[src/rtl/score_reader_pkg.sv]
// Shared definitions for the score register file: word sizes, layout limits, FSM encoding.
// The writing controller imports the same package so the address-0 count contract lives in one place.
package score_reader_pkg;

    localparam int DATA_W         = 13;
    localparam int ADDR_W         = 3;
    localparam int SUM_W          = 16;
    localparam int DEF_MAX_SCORES = 4;

    typedef enum logic [2:0] {
        IDLE       = 3'd0,
        LOAD_COUNT = 3'd1,
        SCAN       = 3'd2,
        SHOW_LOAD  = 3'd3,
        SHOW       = 3'd4,
        DONE       = 3'd5
    } readerState_t;

    // Stored count lives in bits [2:0] of address 0; anything above the limit is clamped.
    function automatic logic [ADDR_W-1:0] clampCount(input logic [2:0] raw, input int maxScores);
        if (int'(raw) > maxScores) begin
            return ADDR_W'(maxScores);
        end
        return ADDR_W'(raw);
    endfunction

endpackage

[src/rtl/score_reader_if.sv]
// Button inputs, register-file read port and result outputs of the score reader.
// master is the reader itself; slave is the surrounding system (buttons, register file, display).
interface score_reader_if;
    import score_reader_pkg::*;

    logic              buttonShow;
    logic              buttonNext;
    logic [DATA_W-1:0] registerData;
    logic [ADDR_W-1:0] ReadAddress;
    logic [DATA_W-1:0] displayScore;
    logic [ADDR_W-1:0] displayIndex;
    logic [DATA_W-1:0] bestScore;
    logic              bestValid;
    logic [SUM_W-1:0]  scoreSum;
    logic              busy;
    logic              done;

    modport master (
        input  buttonShow, buttonNext, registerData,
        output ReadAddress, displayScore, displayIndex, bestScore, bestValid, scoreSum, busy, done
    );

    modport slave (
        output buttonShow, buttonNext, registerData,
        input  ReadAddress, displayScore, displayIndex, bestScore, bestValid, scoreSum, busy, done
    );

endinterface

[src/rtl/score_reader_button_edge.sv]
// Rising-edge detector for a debounced button: one-cycle pulse on the first cycle the level is high.
// A held button therefore produces exactly one pulse.
module score_reader_button_edge (
    input  logic Clock,
    input  logic Reset,
    input  logic level,
    output logic pulse
);

    logic levelPrev;

    always_ff @(posedge Clock or posedge Reset) begin
        if (Reset) begin
            levelPrev <= 1'b0;
        end else begin
            levelPrev <= level;
        end
    end

    assign pulse = level & ~levelPrev;

endmodule

[src/rtl/score_reader.sv]
// Reads the stored score count, scans entries for minimum and sum, then pages through scores on button presses.
// Owns a combinational read port of the register file; all outputs are registered.
module score_reader
    import score_reader_pkg::*;
#(
    parameter int MAX_SCORES = DEF_MAX_SCORES
) (
    input  logic          Clock,
    input  logic          Reset,
    score_reader_if.master bus
);

    logic showPulse;
    logic nextPulse;

    score_reader_button_edge uShowEdge (
        .Clock (Clock),
        .Reset (Reset),
        .level (bus.buttonShow),
        .pulse (showPulse)
    );

    score_reader_button_edge uNextEdge (
        .Clock (Clock),
        .Reset (Reset),
        .level (bus.buttonNext),
        .pulse (nextPulse)
    );

    readerState_t      state;
    logic [ADDR_W-1:0] count;
    logic [ADDR_W-1:0] readAddr;
    logic [DATA_W-1:0] displayScore;
    logic [ADDR_W-1:0] displayIndex;
    logic [DATA_W-1:0] bestScore;
    logic              bestValid;
    logic [SUM_W-1:0]  scoreSum;
    logic              busy;
    logic              done;
    logic [ADDR_W-1:0] loadCount;

    assign loadCount = clampCount(bus.registerData[2:0], MAX_SCORES);

    always_ff @(posedge Clock or posedge Reset) begin
        if (Reset) begin
            state        <= IDLE;
            count        <= '0;
            readAddr     <= '0;
            displayScore <= '0;
            displayIndex <= '0;
            bestScore    <= '1;
            bestValid    <= 1'b0;
            scoreSum     <= '0;
            busy         <= 1'b0;
            done         <= 1'b0;
        end else begin
            case (state)
                IDLE: begin
                    readAddr <= '0;
                    if (showPulse) begin
                        bestScore <= '1;
                        bestValid <= 1'b0;
                        scoreSum  <= '0;
                        busy      <= 1'b1;
                        done      <= 1'b0;
                        state     <= LOAD_COUNT;
                    end
                end

                LOAD_COUNT: begin
                    count <= loadCount;
                    if (loadCount == '0) begin
                        // Nothing stored: the display shows the untouched all-ones best.
                        displayScore <= bestScore;
                        displayIndex <= '0;
                        readAddr     <= '0;
                        busy         <= 1'b0;
                        done         <= 1'b1;
                        state        <= DONE;
                    end else begin
                        readAddr <= ADDR_W'(1);
                        state    <= SCAN;
                    end
                end

                SCAN: begin
                    scoreSum  <= scoreSum + SUM_W'(bus.registerData);
                    bestValid <= 1'b1;
                    if (bus.registerData < bestScore) begin
                        bestScore <= bus.registerData;
                    end
                    if (readAddr == count) begin
                        readAddr <= ADDR_W'(1);
                        busy     <= 1'b0;
                        state    <= SHOW_LOAD;
                    end else begin
                        readAddr <= readAddr + ADDR_W'(1);
                    end
                end

                SHOW_LOAD: begin
                    displayScore <= bus.registerData;
                    displayIndex <= readAddr;
                    state        <= SHOW;
                end

                SHOW: begin
                    // The shown value was captured in SHOW_LOAD and is not re-read here.
                    if (nextPulse) begin
                        if (displayIndex < count) begin
                            readAddr <= displayIndex + ADDR_W'(1);
                            state    <= SHOW_LOAD;
                        end else begin
                            displayScore <= bestScore;
                            displayIndex <= '0;
                            readAddr     <= '0;
                            done         <= 1'b1;
                            state        <= DONE;
                        end
                    end
                end

                DONE: begin
                    displayScore <= bestScore;
                    displayIndex <= '0;
                    readAddr     <= '0;
                    if (showPulse) begin
                        bestScore <= '1;
                        bestValid <= 1'b0;
                        scoreSum  <= '0;
                        busy      <= 1'b1;
                        done      <= 1'b0;
                        state     <= LOAD_COUNT;
                    end
                end

                default: begin
                    state <= IDLE;
                end
            endcase
        end
    end

    assign bus.ReadAddress  = readAddr;
    assign bus.displayScore = displayScore;
    assign bus.displayIndex = displayIndex;
    assign bus.bestScore    = bestScore;
    assign bus.bestValid    = bestValid;
    assign bus.scoreSum     = scoreSum;
    assign bus.busy         = busy;
    assign bus.done         = done;

endmodule

[src/flat_wrapper.sv]
// flat-port wrapper written by rule: the top's interface ports become plain ports
module score_reader_flat import score_reader_pkg::*;
#(
    parameter int MAX_SCORES = DEF_MAX_SCORES
)
  (Clock, Reset, bus_buttonShow, bus_buttonNext, bus_registerData, bus_ReadAddress, bus_displayScore, bus_displayIndex, bus_bestScore, bus_bestValid, bus_scoreSum, bus_busy, bus_done);
  score_reader_if bus_i ();
  input  logic Clock;
  input  logic Reset;
  input wire logic [$bits(bus_i.buttonShow)-1:0] bus_buttonShow;
  input wire logic [$bits(bus_i.buttonNext)-1:0] bus_buttonNext;
  input wire logic [$bits(bus_i.registerData)-1:0] bus_registerData;
  output wire logic [$bits(bus_i.ReadAddress)-1:0] bus_ReadAddress;
  output wire logic [$bits(bus_i.displayScore)-1:0] bus_displayScore;
  output wire logic [$bits(bus_i.displayIndex)-1:0] bus_displayIndex;
  output wire logic [$bits(bus_i.bestScore)-1:0] bus_bestScore;
  output wire logic [$bits(bus_i.bestValid)-1:0] bus_bestValid;
  output wire logic [$bits(bus_i.scoreSum)-1:0] bus_scoreSum;
  output wire logic [$bits(bus_i.busy)-1:0] bus_busy;
  output wire logic [$bits(bus_i.done)-1:0] bus_done;
  assign bus_i.buttonShow = bus_buttonShow;
  assign bus_i.buttonNext = bus_buttonNext;
  assign bus_i.registerData = bus_registerData;
  assign bus_ReadAddress = bus_i.ReadAddress;
  assign bus_displayScore = bus_i.displayScore;
  assign bus_displayIndex = bus_i.displayIndex;
  assign bus_bestScore = bus_i.bestScore;
  assign bus_bestValid = bus_i.bestValid;
  assign bus_scoreSum = bus_i.scoreSum;
  assign bus_busy = bus_i.busy;
  assign bus_done = bus_i.done;
  score_reader #(.MAX_SCORES(MAX_SCORES)) u_core (.Clock(Clock), .Reset(Reset), .bus(bus_i));
endmodule
[config.mk]
export PLATFORM = sky130hd
export DESIGN_NAME = score_reader_flat
export DESIGN_NICKNAME = d
export VERILOG_FILES = /design/src/rtl/score_reader_pkg.sv /design/src/rtl/score_reader_if.sv /design/src/rtl/score_reader_button_edge.sv /design/src/rtl/score_reader.sv /design/src/flat_wrapper.sv
export SDC_FILE = /design/constraint.sdc
export NUM_CORES = 1
export LEC_CHECK = 0
export CORE_ASPECT_RATIO = 0.9
export CORE_MARGIN = 2
export CORE_UTILIZATION = 57
export DETAILED_ROUTE_END_ITERATION = 12
export GPL_TIMING_DRIVEN = 0
export PLACE_DENSITY_LB_ADDON = 0.15
export SETUP_SLACK_MARGIN = 0.5
export SYNTH_ARGS = -nofsm -noshare
export SYNTH_HDL_FRONTEND = slang
export SYNTH_SLANG_ARGS = --single-unit
[constraint.sdc]
create_clock -name Clock -period 3.4 [get_ports Clock]
set_input_delay 0.68 -clock Clock [delete_from_list [all_inputs] [get_ports Clock]]
set_output_delay 0.68 -clock Clock [all_outputs]
set_load 0.01 [all_outputs]
==> results of run 1 <==
[where the power goes]
group	internal [mW]	switching, mW	total [mW]
clock network	0.379	0.282	0.661
logic	1.20	1.21	2.41
registers	1.02	0.240	1.26
total	2.60	1.73	4.33
[stage by stage]
stage / setup slack, ps / std cells
global placement: 144.7 / 553
global route: 519.3 / 570
CTS: 534.2 / 570
detailed placement: 179.3 / 554
finish: 613.7 / 570
floorplan: 1043 / 396
[state kept, by name (all words and copies together) (netlist names), 3 cells and up]
register                 count
u_core.state                 3
u_core.count                 3
u_core.bus.bestScore        13
u_core.bus.displayIndex      3
u_core.bus.displayScore     13
u_core.bus.scoreSum         16
u_core.bus.ReadAddress       3
[worst max path at each step]
stage	from	slack, ps	endpoint	cells past startpoint
after global placement	Reset	140	u_core.bus.scoreSum[9]$_DFFE_PP0P_	2
after detailed placement	bus_registerData[2]	180	u_core.bus.bestScore[4]$_DFFE_PP1P_	9
after CTS	bus_registerData[2]	530	u_core.bus.bestScore[4]$_DFFE_PP1P_	9
after floorplan	bus_registerData[0]	1040	u_core.bus.scoreSum[14]$_DFFE_PP0P_	8
after global routing	bus_registerData[0]	520	u_core.bus.scoreSum[14]$_DFFE_PP0P_	9
final	bus_registerData[0]	610	u_core.bus.scoreSum[14]$_DFFE_PP0P_	9
[cells in the final DEF, fill, tap and decap left out, drive strengths merged, types with 5 or more instances in the layout]
cell type / Yosys / layout
dfstp: 13 / 13
nand2: 38 / 38
o21a: 6 / 6
clkbuf: 5 / 19
nor3: 8 / 8
buf: 9 / 10
nor2: 44 / 44
mux2i: 18 / 18
clkdlybuf4s50: 0 / 66
nor2b: 7 / 7
xor2: 8 / 8
a21oi: 14 / 14
inv: 24 / 24
mux2: 26 / 26
dfrtp: 46 / 46
o21ai: 33 / 33
nand2b: 5 / 5
a21o: 9 / 9
nand3: 6 / 6
ha: 29 / 29
[critical path, cell delays in order]
cell	delay [ps]
clkdlybuf4s50_1	520
ha_1	290
fa_1	450
a211o_1	310
nand2_1	100
a22oi_1	140
a31oi_2	240
o21ai_0	140
mux2i_1	130
[cells by family (layout without fill, tap and decap cells)]
| group | after synthesis | after routing | synth area share (%) |
|---|---|---|---|
| flops | 59 | 59 | 39.05 |
| fa+ha+maj | 30 | 30 | 10.02 |
| buf+inv | 38 | 122 | 4.845 |
| mux | 44 | 44 | 13.06 |
| compound gates | 93 | 93 | 15.68 |
| simple gates | 120 | 120 | 14.60 |
| xor+xnor | 12 | 12 | 2.750 |
[layer usage]
layer	global-route usage [%]	part of all wire, %
met1	33.78	44
met5	0	0
met4	9.231	2.3
met3	6.881	5.2
met2	45.94	49
[layout make-up]
type                    count  area share [%]
repair buffers             68           14.31
plain buffers              14           1.963
clock buffers              14           3.357
clock inverters             2          0.7231
inverters                  24           1.860
flip-flops and latches     59           30.81
well taps                  90           2.324
multi-input cells         299           44.65
[timing repair]
| action | in CTS | in global routing |
|---|---|---|
| setup endpoints to repair | 0 | 15 |
| gates resized for setup | 0 | 5 |
| hold buffers | 0 | 0 |
==> impl_metrics.env, run 1 <==
export IMPL_run_status="finished clean"
export IMPL_ys_ff_latch=59
export IMPL_grt_pass1_wl_mm=15.44
export IMPL_ir_drop_uv=491.8
export IMPL_slew_headroom_pct=20.44
export IMPL_ys_seq_area_share_pct=39.05
export IMPL_cts_tree="built"
export IMPL_fin_area_um2=4845
export IMPL_whs_path_depth=2
export IMPL_first_iter_violations=177
export IMPL_ant_nets=0
export IMPL_yosysMostFrequentCell="dfrtp_1"
export IMPL_grt_use_total_pct=26.87
export IMPL_postPlaceCellArea_um2=4626
export IMPL_whs_ps=483.6
export IMPL_pwr_density_cell_nw_per_um2=893.5
export IMPL_r2r_end="u_core.bus.bestScore[6]$_DFFE_PP1P_"
export IMPL_route_detailed_drc=0
export IMPL_clk_pin_slew_ps=70
export IMPL_crit_fanout=6
export IMPL_max_cap_violations=0
export IMPL_core_area_um2=6551
export IMPL_fmaxAchievable_mhz=358.9
export IMPL_dieWidth_um=90.32
export IMPL_antenna_found_initial=0
export IMPL_worst_pin_slew_ps=1184
export IMPL_nNetsFinal=522
export IMPL_areaGrowthSynthToFinish_pct=26.74
export IMPL_drive_gt1_share_pct=15.00
export IMPL_rsz0062_at_grt="false"
export IMPL_r2r_start="u_core.bus.bestScore[2]$_DFFE_PP1P_"
export IMPL_vias_per_cell=5.761
export IMPL_start_kind="input port"
export IMPL_critPathKind="input port to flop"
export IMPL_synth_edf_count=0
export IMPL_clock_latency_ps=340
export IMPL_dp_hpwl_mm=7.035
export IMPL_num_rows=28
export IMPL_finalPower_mw=4.329
export IMPL_grt_start_max_net_pins=34
export IMPL_postSynthAreaPerCell_um2=9.653
export IMPL_clock_path_buffers=2
export IMPL_hold_class="flop to flop"
export IMPL_synth_area_leaders="dfrtp_1 (30%), ha_1 (9.5%), dfstp_2 (8.9%)"
export IMPL_firstDrtPassIters=5
export IMPL_first_global_vias=3191
export IMPL_power_leakage_nw=2.195
export IMPL_hold_end="u_core.bus.bestValid$_DFFE_PP0P_"
export IMPL_io_pin_count=68
export IMPL_setup_viol=0
export IMPL_syn_nets=443
export IMPL_num_vias=3284
export IMPL_clock_sinks=59
export IMPL_multiInputGateArea_um2=2163
export IMPL_synth_area_um2=3822
export IMPL_num_fill_cells=488
export IMPL_gp_congestion=0.8598
export IMPL_start_util_pct=58.35
export IMPL_yosys_warnings=0
export IMPL_fin_crit_sh_pct=81.95
export IMPL_hp_start="u_core.bus.bestValid$_DFFE_PP0P_"
export IMPL_arrival_ps=3010
export IMPL_ys_types=52
export IMPL_synth_ff_type="dfrtp_1"
export IMPL_synth_top_area_share_pct=30.11
export IMPL_fp_dieArea_um2=7378
export IMPL_wl_per_cell_um=16.83
export IMPL_root_buffer="clkbuf_8"
export IMPL_utilization_pct=73.95
export IMPL_yosys_top_cells_count="dfrtp_1 (46), nor2_1 (43), nand2_1 (38)"
export IMPL_hold_violations=0
export IMPL_required_ps=3620
export IMPL_cts_setup_buffers=0
export IMPL_endpoint_kind="flop"
export IMPL_port_buffers=67
export IMPL_cts_buffers=9
export IMPL_cts_htree_levels=3
export IMPL_num_antenna_cells=0
export IMPL_ff_latch_area_um2=1493
export IMPL_period_needed_ps=2786
export IMPL_yosysTopAreaCell="dfrtp_1"
export IMPL_die_h_um=81.69
export IMPL_synthCells=396
export IMPL_grt_overflow_total=0
export IMPL_wl_mm=9.594
export IMPL_async_flop_share_pct=100.0
export IMPL_setup_tns_ps=0
export IMPL_r2r_cells=9
export IMPL_r2r_slack_ps=1000
export IMPL_final_max_slew_viol_count=0
export IMPL_fin_skew_ps=2.838
(Power assumes the default switching activity.)
==> run 2: changes to the inputs <==
Settings changed: CORE_UTILIZATION 57 to 48.
Clock period 3.4 ns to 2.4 ns, I/O delays scaled along.
==> run 2 against run 1 <==
Against the previous run:
- sequential share of layout area decreased by 3.4 points
- sequential power increased by 42%
- final cell count increased by 7.0%
- flip-flop and latch count unchanged
- register-to-register slack got worse by 700 ps
- clock skew increased by 7.5 ps
- worst setup slack got worse by 310 ps
- core utilization decreased by 2.3 points
- clock-buffer cell count decreased by 2
- via count increased by 5.3%
- non-clock buffer count increased by 34
- cell area increased by 13%
- critical endpoint is now u_core.bus.bestScore[4]$_DFFE_PP1P_
==> impl_metrics.env, run 2 (synthesized netlist as in run 1, its figures left out) <==
export IMPL_fin_crit_sh_pct=87.52
export IMPL_drive_gt1_share_pct=33.27
export IMPL_core_area_um2=7620
export IMPL_dieWidth_um=98.07
export IMPL_cts_htree_levels=3
export IMPL_vias_per_cell=5.670
export IMPL_grt_overflow_total=0
export IMPL_route_detailed_drc=0
export IMPL_cts_buffers=9
export IMPL_cp_cell_sequence="inv_2, ha_4, a21oi_2, o21ai_2, a31oi_2, o21ai_2, a31oi_4, buf_12, mux2i_4"
export IMPL_ant_nets=0
export IMPL_start_kind="flop"
export IMPL_die_h_um=88.66
export IMPL_arrival_ps=2370
export IMPL_fp_dieArea_um2=8694
export IMPL_cts_tree="built"
export IMPL_cts_hold_buf=0
export IMPL_hold_class="input port to flop"
export IMPL_setup_viol=0
export IMPL_fin_skew_ps=10.38
export IMPL_dp_hpwl_mm=6.941
export IMPL_largest_register_ffs=16
export IMPL_fmaxAchievable_mhz=476.1
export IMPL_max_stage_delay_ps=550
export IMPL_crit_fanout=5
export IMPL_max_cap_violations=0
export IMPL_slowest_stage="dfstp_2"
export IMPL_clk_pin_slew_ps=70
export IMPL_clock_sinks=59
export IMPL_period_needed_ps=2101
export IMPL_pwr_density_cell_nw_per_um2=1265
export IMPL_cp_common_cell="o21ai_2"
export IMPL_worst_pin_slew_ps=699.0
export IMPL_wl_mm=11.03
export IMPL_final_max_slew_viol_count=0
export IMPL_firstDrtPassIters=4
export IMPL_grt_start_max_net_pins=60
export IMPL_io_pin_count=68
export IMPL_gp_congestion=0.8634
export IMPL_port_buffers=67
export IMPL_root_buffer="clkbuf_8"
export IMPL_endpoint_kind="flop"
export IMPL_slew_headroom_pct=53.15
export IMPL_num_antenna_cells=0
export IMPL_power_leakage_nw=2.402
export IMPL_first_iter_violations=198
export IMPL_critPathKind="flop to flop"
export IMPL_rsz0062_at_grt="true"
export IMPL_clock_path_buffers=2
export IMPL_postPlaceCellArea_um2=4644
export IMPL_clock_latency_ps=350
export IMPL_grt_pass1_wl_mm=17.02
export IMPL_required_ps=2670
export IMPL_fin_area_um2=5458
export IMPL_layout_commonest_cell="dfrtp_1"
export IMPL_antenna_found_initial=0
export IMPL_wl_per_cell_um=18.08
export IMPL_grt_use_total_pct=25.12
export IMPL_num_fill_cells=561
export IMPL_ir_drop_uv=828.1
export IMPL_top_regs="u_core.bus.scoreSum: 16 flops, u_core.bus.bestScore: 13 flops, u_core.bus.displayScore: 13 flops"
export IMPL_utilization_pct=71.63
export IMPL_areaGrowthSynthToFinish_pct=42.78
export IMPL_run_status="finished clean"
export IMPL_hold_violations=0
export IMPL_num_rows=30
export IMPL_top_register="u_core.bus.scoreSum"
export IMPL_num_vias=3459
export IMPL_final_cell_mix="dfrtp_1 (42), nor2_1 (41), clkdlybuf4s50_1 (38)"
export IMPL_nNetsFinal=556
export IMPL_start_util_pct=50.16
export IMPL_first_global_vias=3411
[run 2: cell types whose count changed in the layout (fill, tap and decap cells not counted), moves of 6 or more]
cell and change:
clkdlybuf4s50_1 -28, ha_2 +6, o21ai_0 -10, buf_4 +26
ha_4 +13, dlygate4sd2_1 +20, ha_1 -19
[run 2: final timing paths]
check                                                     from                                  end  slack, ps  depth (start not counted)
max in group asynchronous                                Reset  u_core.bus.bestScore[1]$_DFFE_PP1P_       1180                          3
min                                        bus_registerData[8]  u_core.bus.bestScore[8]$_DFFE_PP1P_        470                          3
min in group asynchronous                                Reset          u_core.bus.busy$_DFFE_PP0P_        570                          2
max reg2reg                u_core.bus.bestScore[2]$_DFFE_PP1P_  u_core.bus.bestScore[4]$_DFFE_PP1P_        300                          9
max                        u_core.bus.bestScore[2]$_DFFE_PP1P_  u_core.bus.bestScore[4]$_DFFE_PP1P_        300                          9
min reg2reg                   u_core.bus.bestValid$_DFFE_PP0P_     u_core.bus.bestValid$_DFFE_PP0P_        490                          2
[run 2: critical path: cells and delay by family (launching register included)]
kind / cells / cell delay, ps
DFF: 1 / 550
AOI/OAI and AO/OA: 5 / 790
buffers and inverters: 2 / 230
muxes: 1 / 230
adders and majority gates: 1 / 210
[run 2: power by group]
part | total (mW) | switching, mW | internal, mW
clock | 0.842 | 0.415 | 0.427
sequential | 1.79 | 0.338 | 1.45
combinational | 4.27 | 2.09 | 2.18
[run 2: metal layers]
layer / wire (µm) / share of wire [%] / track usage [%]
met3: 461 / 4.2 / 4.976
met2: 5697 / 52 / 45.21
met1: 4660 / 42 / 31.20
met5: 0 / 0 / 0
met4: 210 / 1.9 / 6.944
[run 2: layout make-up]
cell class	instances	area (µm²)	share of cell area, %
flip-flops and latches	59	1498	27.44
inverters	24	93.84	1.719
repair buffers	102	969.7	17.77
clock buffers	12	155.1	2.843
clock inverters	4	25.02	0.4585
multi-input cells	299	2486	45.55
plain buffers	14	110.1	2.017
well taps	96	120.1	2.201
[run 2: repair_timing]
action,in CTS,in global routing
gates resized for setup,82,36
hold endpoints to repair,0,0
setup endpoints to repair,56,49
pin swaps,17,20
gates cloned,2,0
setup buffers,19,13
[run 2: through the flow]
stage	worst slack, ps	hold WS, ps	total power [mW]	instances	setup TNS [ps]
after floorplan	375.9	509.2	3.915	396	0
after global placement	-446.5	463.8	5.078	559	-12470
after detailed placement	-502.9	473.0	5.177	559	-13400
after CTS	280.4	490.8	6.539	596	0
after global routing	238.2	479.6	7.336	610	0
final	299.4	473.7	6.901	610	0
